[src/rtl/cla_pkg.sv]
// rtl/cla_pkg.sv - shared FSM state type and slice-count helper for cla_seq_adder
package cla_pkg;

  typedef enum logic [1:0] {
    IDLE = 2'd0,
    RUN  = 2'd1,
    DONE = 2'd2
  } state_e;

  // Returns 0 for an illegal WIDTH/GROUP pair so the top can refuse to elaborate.
  function automatic int num_groups(input int width, input int group);
    if (group < 1 || width < group || (width % group) != 0) return 0;
    return width / group;
  endfunction

endpackage

[src/rtl/cla_seq_adder_if.sv]
// rtl/cla_seq_adder_if.sv - operand/result handshake bundle; o_ovf present with CLA_SEQ_ADDER_OVF_EN
interface cla_seq_adder_if #(
  parameter int WIDTH = 32
);
  logic             i_valid;
  logic             o_ready;
  logic [WIDTH-1:0] i_a;
  logic [WIDTH-1:0] i_b;
  logic             i_c;
  logic             o_valid;
  logic             i_ready;
  logic [WIDTH-1:0] o_s;
  logic             o_c;
  logic             o_g;
  logic             o_p;
`ifdef CLA_SEQ_ADDER_OVF_EN
  logic             o_ovf;
`endif

  modport slave (
    input  i_valid, i_a, i_b, i_c, i_ready,
    output o_ready, o_valid, o_s, o_c, o_g, o_p
`ifdef CLA_SEQ_ADDER_OVF_EN
    , output o_ovf
`endif
  );

  modport master (
    output i_valid, i_a, i_b, i_c, i_ready,
    input  o_ready, o_valid, o_s, o_c, o_g, o_p
`ifdef CLA_SEQ_ADDER_OVF_EN
    , input o_ovf
`endif
  );

endinterface

[src/rtl/cla_gp_slice.sv]
// rtl/cla_gp_slice.sv - combinational GROUP-bit slice: sum, carry-out, group generate/propagate
module cla_gp_slice #(
  parameter int GROUP = 4
) (
  input  logic [GROUP-1:0] a_i,
  input  logic [GROUP-1:0] b_i,
  input  logic             c_i,
  output logic [GROUP-1:0] s_o,
  output logic             c_o,
  output logic             g_o,
  output logic             p_o
);

  logic [GROUP:0] c;

  // OR-propagate: p = a | b, so G_k is simply the slice carry-out with carry-in forced to 0.
  always_comb begin
    c    = '0;
    s_o  = '0;
    g_o  = 1'b0;
    p_o  = 1'b1;
    c[0] = c_i;
    for (int j = 0; j < GROUP; j++) begin
      c[j+1] = (a_i[j] & b_i[j]) | ((a_i[j] | b_i[j]) & c[j]);
      s_o[j] = a_i[j] ^ b_i[j] ^ c[j];
      g_o    = (a_i[j] & b_i[j]) | ((a_i[j] | b_i[j]) & g_o);
      p_o    = p_o & (a_i[j] | b_i[j]);
    end
    c_o = c[GROUP];
  end

endmodule

[src/rtl/cla_seq_adder.sv]
// rtl/cla_seq_adder.sv - multi-cycle slice-serial carry-lookahead adder with valid/ready handshakes
// Optional signed-overflow output enabled by CLA_SEQ_ADDER_OVF_EN.
module cla_seq_adder
  import cla_pkg::*;
#(
  parameter int WIDTH = 32,
  parameter int GROUP = 4
) (
  input  logic           i_clk,
  input  logic           i_rst,
  cla_seq_adder_if.slave bus
);

  localparam int NUM_GROUPS = num_groups(WIDTH, GROUP);
  localparam int KW         = (NUM_GROUPS > 1) ? $clog2(NUM_GROUPS) : 1;

  if (NUM_GROUPS < 1) begin : g_bad_cfg
    $error("cla_seq_adder: WIDTH must be a non-zero multiple of GROUP");
  end

  state_e           state_q, state_d;
  logic [KW-1:0]    k_q, k_d;
  logic [WIDTH-1:0] a_q, a_d, b_q, b_d, work_q, work_d, s_q, s_d;
  logic             carry_q, carry_d, g_acc_q, g_acc_d, p_acc_q, p_acc_d;
  logic             c_q, c_d, g_q, g_d, p_q, p_d;
`ifdef CLA_SEQ_ADDER_OVF_EN
  logic             ovf_q, ovf_d;
`endif

  logic [GROUP-1:0] slice_a, slice_b, slice_s;
  logic             slice_co, slice_g, slice_p, last_slice;

  assign slice_a    = GROUP'(a_q >> (int'(k_q) * GROUP));
  assign slice_b    = GROUP'(b_q >> (int'(k_q) * GROUP));
  assign last_slice = (k_q == KW'(NUM_GROUPS - 1));

  cla_gp_slice #(.GROUP(GROUP)) u_slice (
    .a_i (slice_a),
    .b_i (slice_b),
    .c_i (carry_q),
    .s_o (slice_s),
    .c_o (slice_co),
    .g_o (slice_g),
    .p_o (slice_p)
  );

  always_comb begin
    state_d = state_q;
    k_d     = k_q;
    a_d     = a_q;
    b_d     = b_q;
    work_d  = work_q;
    carry_d = carry_q;
    g_acc_d = g_acc_q;
    p_acc_d = p_acc_q;
    s_d     = s_q;
    c_d     = c_q;
    g_d     = g_q;
    p_d     = p_q;
`ifdef CLA_SEQ_ADDER_OVF_EN
    ovf_d   = ovf_q;
`endif
    unique case (state_q)
      IDLE: begin
        if (bus.i_valid) begin
          a_d     = bus.i_a;
          b_d     = bus.i_b;
          carry_d = bus.i_c;
          k_d     = '0;
          work_d  = '0;
          g_acc_d = 1'b0;
          p_acc_d = 1'b1;
          state_d = RUN;
        end
      end
      RUN: begin
        work_d  = work_q | (WIDTH'(slice_s) << (int'(k_q) * GROUP));
        carry_d = slice_co;
        g_acc_d = slice_g | (slice_p & g_acc_q);
        p_acc_d = slice_p & p_acc_q;
        if (last_slice) begin
          // Published results change only here, so they stay stable through DONE and IDLE.
          s_d     = work_d;
          c_d     = slice_co;
          g_d     = g_acc_d;
          p_d     = p_acc_d;
`ifdef CLA_SEQ_ADDER_OVF_EN
          ovf_d   = slice_a[GROUP-1] ^ slice_b[GROUP-1] ^ slice_s[GROUP-1] ^ slice_co;
`endif
          state_d = DONE;
        end else begin
          k_d = k_q + KW'(1);
        end
      end
      DONE: begin
        if (bus.i_ready) state_d = IDLE;
      end
      default: state_d = IDLE;
    endcase
  end

  always_ff @(posedge i_clk) begin
    if (i_rst) begin
      state_q <= IDLE;
      k_q     <= '0;
      a_q     <= '0;
      b_q     <= '0;
      work_q  <= '0;
      carry_q <= 1'b0;
      g_acc_q <= 1'b0;
      p_acc_q <= 1'b1;
      s_q     <= '0;
      c_q     <= 1'b0;
      g_q     <= 1'b0;
      p_q     <= 1'b0;
`ifdef CLA_SEQ_ADDER_OVF_EN
      ovf_q   <= 1'b0;
`endif
    end else begin
      state_q <= state_d;
      k_q     <= k_d;
      a_q     <= a_d;
      b_q     <= b_d;
      work_q  <= work_d;
      carry_q <= carry_d;
      g_acc_q <= g_acc_d;
      p_acc_q <= p_acc_d;
      s_q     <= s_d;
      c_q     <= c_d;
      g_q     <= g_d;
      p_q     <= p_d;
`ifdef CLA_SEQ_ADDER_OVF_EN
      ovf_q   <= ovf_d;
`endif
    end
  end

  assign bus.o_ready = (state_q == IDLE);
  assign bus.o_valid = (state_q == DONE);
  assign bus.o_s     = s_q;
  assign bus.o_c     = c_q;
  assign bus.o_g     = g_q;
  assign bus.o_p     = p_q;
`ifdef CLA_SEQ_ADDER_OVF_EN
  assign bus.o_ovf   = ovf_q;
`endif

endmodule
[src/flat_wrapper.sv]
// flat-port wrapper written by rule: the top's interface ports become plain ports
module cla_seq_adder_flat import cla_pkg::*;
#(
  parameter int WIDTH = 32,
  parameter int GROUP = 4
)
  (i_clk, i_rst, bus_i_valid, bus_i_a, bus_i_b, bus_i_c, bus_i_ready, bus_o_ready, bus_o_valid, bus_o_s, bus_o_c, bus_o_g, bus_o_p);
  cla_seq_adder_if #(.WIDTH(WIDTH)) bus_i ();
  input  logic i_clk;
  input  logic i_rst;
  input wire logic [$bits(bus_i.i_valid)-1:0] bus_i_valid;
  input wire logic [$bits(bus_i.i_a)-1:0] bus_i_a;
  input wire logic [$bits(bus_i.i_b)-1:0] bus_i_b;
  input wire logic [$bits(bus_i.i_c)-1:0] bus_i_c;
  input wire logic [$bits(bus_i.i_ready)-1:0] bus_i_ready;
  output wire logic [$bits(bus_i.o_ready)-1:0] bus_o_ready;
  output wire logic [$bits(bus_i.o_valid)-1:0] bus_o_valid;
  output wire logic [$bits(bus_i.o_s)-1:0] bus_o_s;
  output wire logic [$bits(bus_i.o_c)-1:0] bus_o_c;
  output wire logic [$bits(bus_i.o_g)-1:0] bus_o_g;
  output wire logic [$bits(bus_i.o_p)-1:0] bus_o_p;
  assign bus_i.i_valid = bus_i_valid;
  assign bus_i.i_a = bus_i_a;
  assign bus_i.i_b = bus_i_b;
  assign bus_i.i_c = bus_i_c;
  assign bus_i.i_ready = bus_i_ready;
  assign bus_o_ready = bus_i.o_ready;
  assign bus_o_valid = bus_i.o_valid;
  assign bus_o_s = bus_i.o_s;
  assign bus_o_c = bus_i.o_c;
  assign bus_o_g = bus_i.o_g;
  assign bus_o_p = bus_i.o_p;
  cla_seq_adder #(.WIDTH(WIDTH), .GROUP(GROUP)) u_core (.i_clk(i_clk), .i_rst(i_rst), .bus(bus_i));
endmodule
[config.mk]
export PLATFORM = sky130hd
export DESIGN_NAME = cla_seq_adder_flat
export DESIGN_NICKNAME = d
export VERILOG_FILES = /design/src/rtl/cla_pkg.sv /design/src/rtl/cla_seq_adder_if.sv /design/src/rtl/cla_gp_slice.sv /design/src/rtl/cla_seq_adder.sv /design/src/flat_wrapper.sv
export SDC_FILE = /design/constraint.sdc
export NUM_CORES = 1
export LEC_CHECK = 0
export ABC_AREA = 1
export ABC_CLOCK_PERIOD_IN_PS = 4470
export CORE_ASPECT_RATIO = 1.5
export CORE_MARGIN = 3
export CORE_UTILIZATION = 45
export DETAILED_ROUTE_END_ITERATION = 10
export PLACE_DENSITY = 0.66
export SLEW_MARGIN = 10
export SYNTH_ARGS = -nofsm -noshare
export SYNTH_HDL_FRONTEND = slang
export SYNTH_HIERARCHICAL = 1
export SYNTH_SLANG_ARGS = --single-unit
[constraint.sdc]
create_clock -name i_clk -period 4.47 [get_ports i_clk]
set_clock_uncertainty 0.15 [all_clocks]
set_input_delay 1.341 -clock i_clk [delete_from_list [all_inputs] [get_ports i_clk]]
set_output_delay 1.341 -clock i_clk [all_outputs]
set_load 0.005 [all_outputs]
==> results by group <==
Global routing
  – Gr usage total: about a fifth
  – Antenna violations before repair: 0
  – Total overflow reported by the global router: 0
  – Wire length of the first global-routing pass: between 20 and 30 mm
  – Via count of the first global-routing pass: 5,996
  – Maximum number of pins on one net before global-route repair: 65

Timing
  – Total negative slack for setup checks: 0 ps
  – RSZ-0062 raised after global routing: false
  – Peak Freq: 271 MHz
  – Hold Vio Cnt, Final: 0
  – Setup-violating endpoint count in the final report: 0
  – Relative max-transition margin: between 30% and 40%
  – Post-route clock period utilization: 82.5%
  – Number of pins exceeding their max-slew limit in the final report: 0
  – Slew @ Worst Pin: around 1000 ps
  – Final worst path period need: 3690 ps

Clock tree
  – Count of cells resized by post-cts repair: 0
  – Number of hold-repair buffers added at the cts stage: 0
  – Clock tree root driver cell: clkbuf_16
  – Setup bufs post-CTS: 0
  – TritonCTS Buffers: 17
  – Max Root-Sink Buffers: 2
  – Post-CTS clock slew at the launch and capture registers of the worst setup and hold paths: 60 ps
  – H-tree lvl count: 4
  – CTS tree: done
  – Clock sink count: 139
  – Clock network latency to the later pin of the worst-skew pair: between 400 and 500 ps

Die
  – Initial core utilization: between 40% and 50%
  – I/O pin cnt: 106
  – Row count: 54
  – Area of the die: around 17,000 um2
  – Vertical extent of the die: 158 um
  – Die Span X: 107 um
  – Placeable core area: 14,800 um2

Routing
  – Routed wire length: about 17 mm
  – Initial DRC Count: 247
  – Via count: 6,392
  – Count of nets left with antenna violations after detail routing: 0
  – Mean number of vias per cell: 4.69
  – Residual DRC count: 0
  – Drt pass-1 iters: 4
  – Detailed-route wire length per cell: approximately 12 um

Setup path
  – Critical-path maximum fanout: 53
  – Data arrival time of the critical path: 3890 ps
  – Flop2flop setup slack: 780 ps
  – End point of the critical path: u_core/work_q[11]
  – Crit-path slowest cell: buf_4
  – CP Launch Type: flop
  – Endpoint of the worst-slack reg-to-reg timing path: u_core/work_q[11]
  – R2R depth: 17
  – Crit-path max cell delay: around 440 ps
  – Worst EP required: 4670 ps
  – Type of destination of the critical path: flop
  – CP cell instances: buf_4 -> nand2_1 -> nand3_1 -> nand2_1 -> nand2_1 -> nand2_1 -> fa_1 -> fa_1 -> inv_1 -> fa_1 -> fa_1 -> inv_1 -> inv_1 -> nor2_2 -> nand3_1 -> and2_1 -> nor2_1
  – Critical Path Source: u_core/k_q[0]
  – Reg-to-reg critical path startpoint: u_core/k_q[0]
  – Category of the critical setup timing path: reg -> reg

Pwr
  – Cell leakage power: roughly 0.0039 uW
  – Largest vdd supply drop: roughly 0.00021 V
  – Total power density per cell area: 381 nW/um2

Layout
  – Synthesis-to-layout area growth: 23.7%
  – Proportion of layout cells with a drive suffix above 1: under 10%
  – Post-layout util: 58.0%
  – Final instance area: 8580 um2
  – Final-stage net count: 1,236
  – Antenna diode instance count: 0

Yosys
  – Share of the synthesized area in the top cell type: 40.1%
  – Most area-hungry cell type in the Yosys netlist: dfxtp_1
  – Most instantiated cells after synthesis: nand2_1 (235), nor2_1 (191), inv_1 (187), dfxtp_1 (139), nand3_1 (89)
  – Post-synth design cell area: around 6900 um2
  – Cells taking the most area after synthesis: dfxtp_1 (40%), nand2_1 (13%), nor2_1 (10%)
  – Count leader, synth: nand2_1
  – Distinct cells, synth: 24
  – Most used flip-flop cell after synthesis: dfxtp_1
  – Asr flop ratio synth: 0%
  – Sequential area share after synthesis: between 40% and 50%
  – Nets in the synthesized netlist: 1,161
  – Flops & latches, synth: 139
  – Warning count from the yosys run: 6
  – Synthesized netlist cell count: 1,078
  – Avg Synthesized Cell Area: 6.43 um2
  – Number of enable flip-flop cells after synthesis: 0

Place
  – Placement Cell Area: 8000 um2
  – HPWL after detailed placement: 11.6 mm
  – Weighted congestion reported at the end of routability-driven placement: 0.844
  – Buffers on Ports: approximately 110

Flow run
  – # Max-Cap Violations: 0

Min path
  – Worst min path class: reg -> reg
  – Hold Path Cell Cnt: 2

Status
  – Status: finished clean
-- registers in the layout, summed over array words and instances (netlist names) --
| signal | count |
|---|---|
| u_core/a_q | 32 |
| u_core/b_q | 32 |
| u_core/bus.o_c | 1 |
| u_core/bus.o_g | 1 |
| u_core/bus.o_p | 1 |
| u_core/bus.o_s | 32 |
| u_core/carry_q | 1 |
| u_core/g_acc_q | 1 |
| u_core/k_q | 3 |
| u_core/p_acc_q | 1 |
| u_core/state_q | 2 |
| u_core/work_q | 32 |
-- kinds of logic after synthesis --
logic type / after synthesis / synth area share (%)
AOI/OAI and AO/OA: 129 / 9.35
buffers and inverters: 256 / 15.5
adders and majority gates: 14 / 2.96
and+or+nand+nor: 540 / 32.1
DFF: 139 / 40.1
-- per-layer routing --
layer,wire length [um],track usage [%],share of wire [%]
met1,6890,23.2,41
met2,8910,37.6,53
met3,509,3.30,3.0
met4,412,9.57,2.5
met5,0,0,0
-- critical path: cells and delay by family, from the launching register on --
kind                     cells  cell delay [ps]
AND/OR/NAND/NOR              9              960
adder cells (fa/ha/maj)      4             1380
buffers and inverters        4              770
flip-flops                   1              320
-- cells in the final DEF (no fill, tap or decap) --
cell type / synthesis / final
a21o_1: 1 / 1
a21oi_1: 59 / 59
and2_1: 4 / 4
buf_12: 0 / 1
buf_4: 5 / 13
bufinv_16: 0 / 2
clkbuf_1: 23 / 3
clkbuf_16: 0 / 17
clkdlybuf4s50_1: 0 / 105
clkinv_1: 1 / 1
clkinv_2: 0 / 1
clkinv_4: 0 / 2
clkinvlp_4: 0 / 4
dfxtp_1: 139 / 138
dfxtp_2: 0 / 1
fa_1: 4 / 4
ha_1: 10 / 10
inv_1: 187 / 187
inv_2: 5 / 5
inv_6: 0 / 3
nand2_1: 235 / 235
nand2_4: 1 / 1
nand3_1: 89 / 89
nand3_4: 1 / 1
nand4_1: 16 / 16
nor2_1: 191 / 190
nor2_2: 1 / 2
nor2_4: 1 / 1
nor4_1: 1 / 1
o21ai_0: 69 / 69
-- area by class of cell --
type / count / area, um2
Clock buffer: 20 / 437
Clock inverter: 12 / 139
Fill cell: 1445 / 6220
Inverter: 193 / 724
Multi-Input combinational cell: 683 / 3080
Sequential cell: 139 / 2780
Tap cell: 196 / 245
Timing Repair Buffer: 119 / 1170
-- where the power goes --
| part | switching [uW] | total, uW | internal (uW) | leakage, uW |
|---|---|---|---|---|
| logic | 353 | 561 | 208 | 0.00250 |
| clock network | 544 | 1370 | 826 | 0.000268 |
| registers | 34.7 | 1330 | 1300 | 0.00114 |
| total | 932 | 3270 | 2330 | 0.00390 |
-- per-stage QoR --
stage / worst slack [ps] / hold slack, ps / power, uW / std cells
global route: 478 / 350 / 3440 / 1362
floorplan: 1130 / 295 / 1750 / 1078
CTS: 811 / 328 / 3290 / 1362
global placement: 925 / 312 / 1910 / 1330
finish: 784 / 328 / 3270 / 1362
detailed placement: 837 / 320 / 1920 / 1330
-- worst min-delay path by stage --
stage                        start             end  slack [ps]
floorplan           u_core/g_acc_q  u_core/g_acc_q         300
global placement     u_core/b_q[4]   u_core/b_q[4]         310
detailed placement  u_core/g_acc_q  u_core/g_acc_q         320
CTS                 u_core/g_acc_q  u_core/g_acc_q         330
global route        u_core/a_q[22]  u_core/a_q[22]         350
finish              u_core/bus.o_g  u_core/bus.o_g         330
Note: power is estimated with default switching activity, not from simulation.
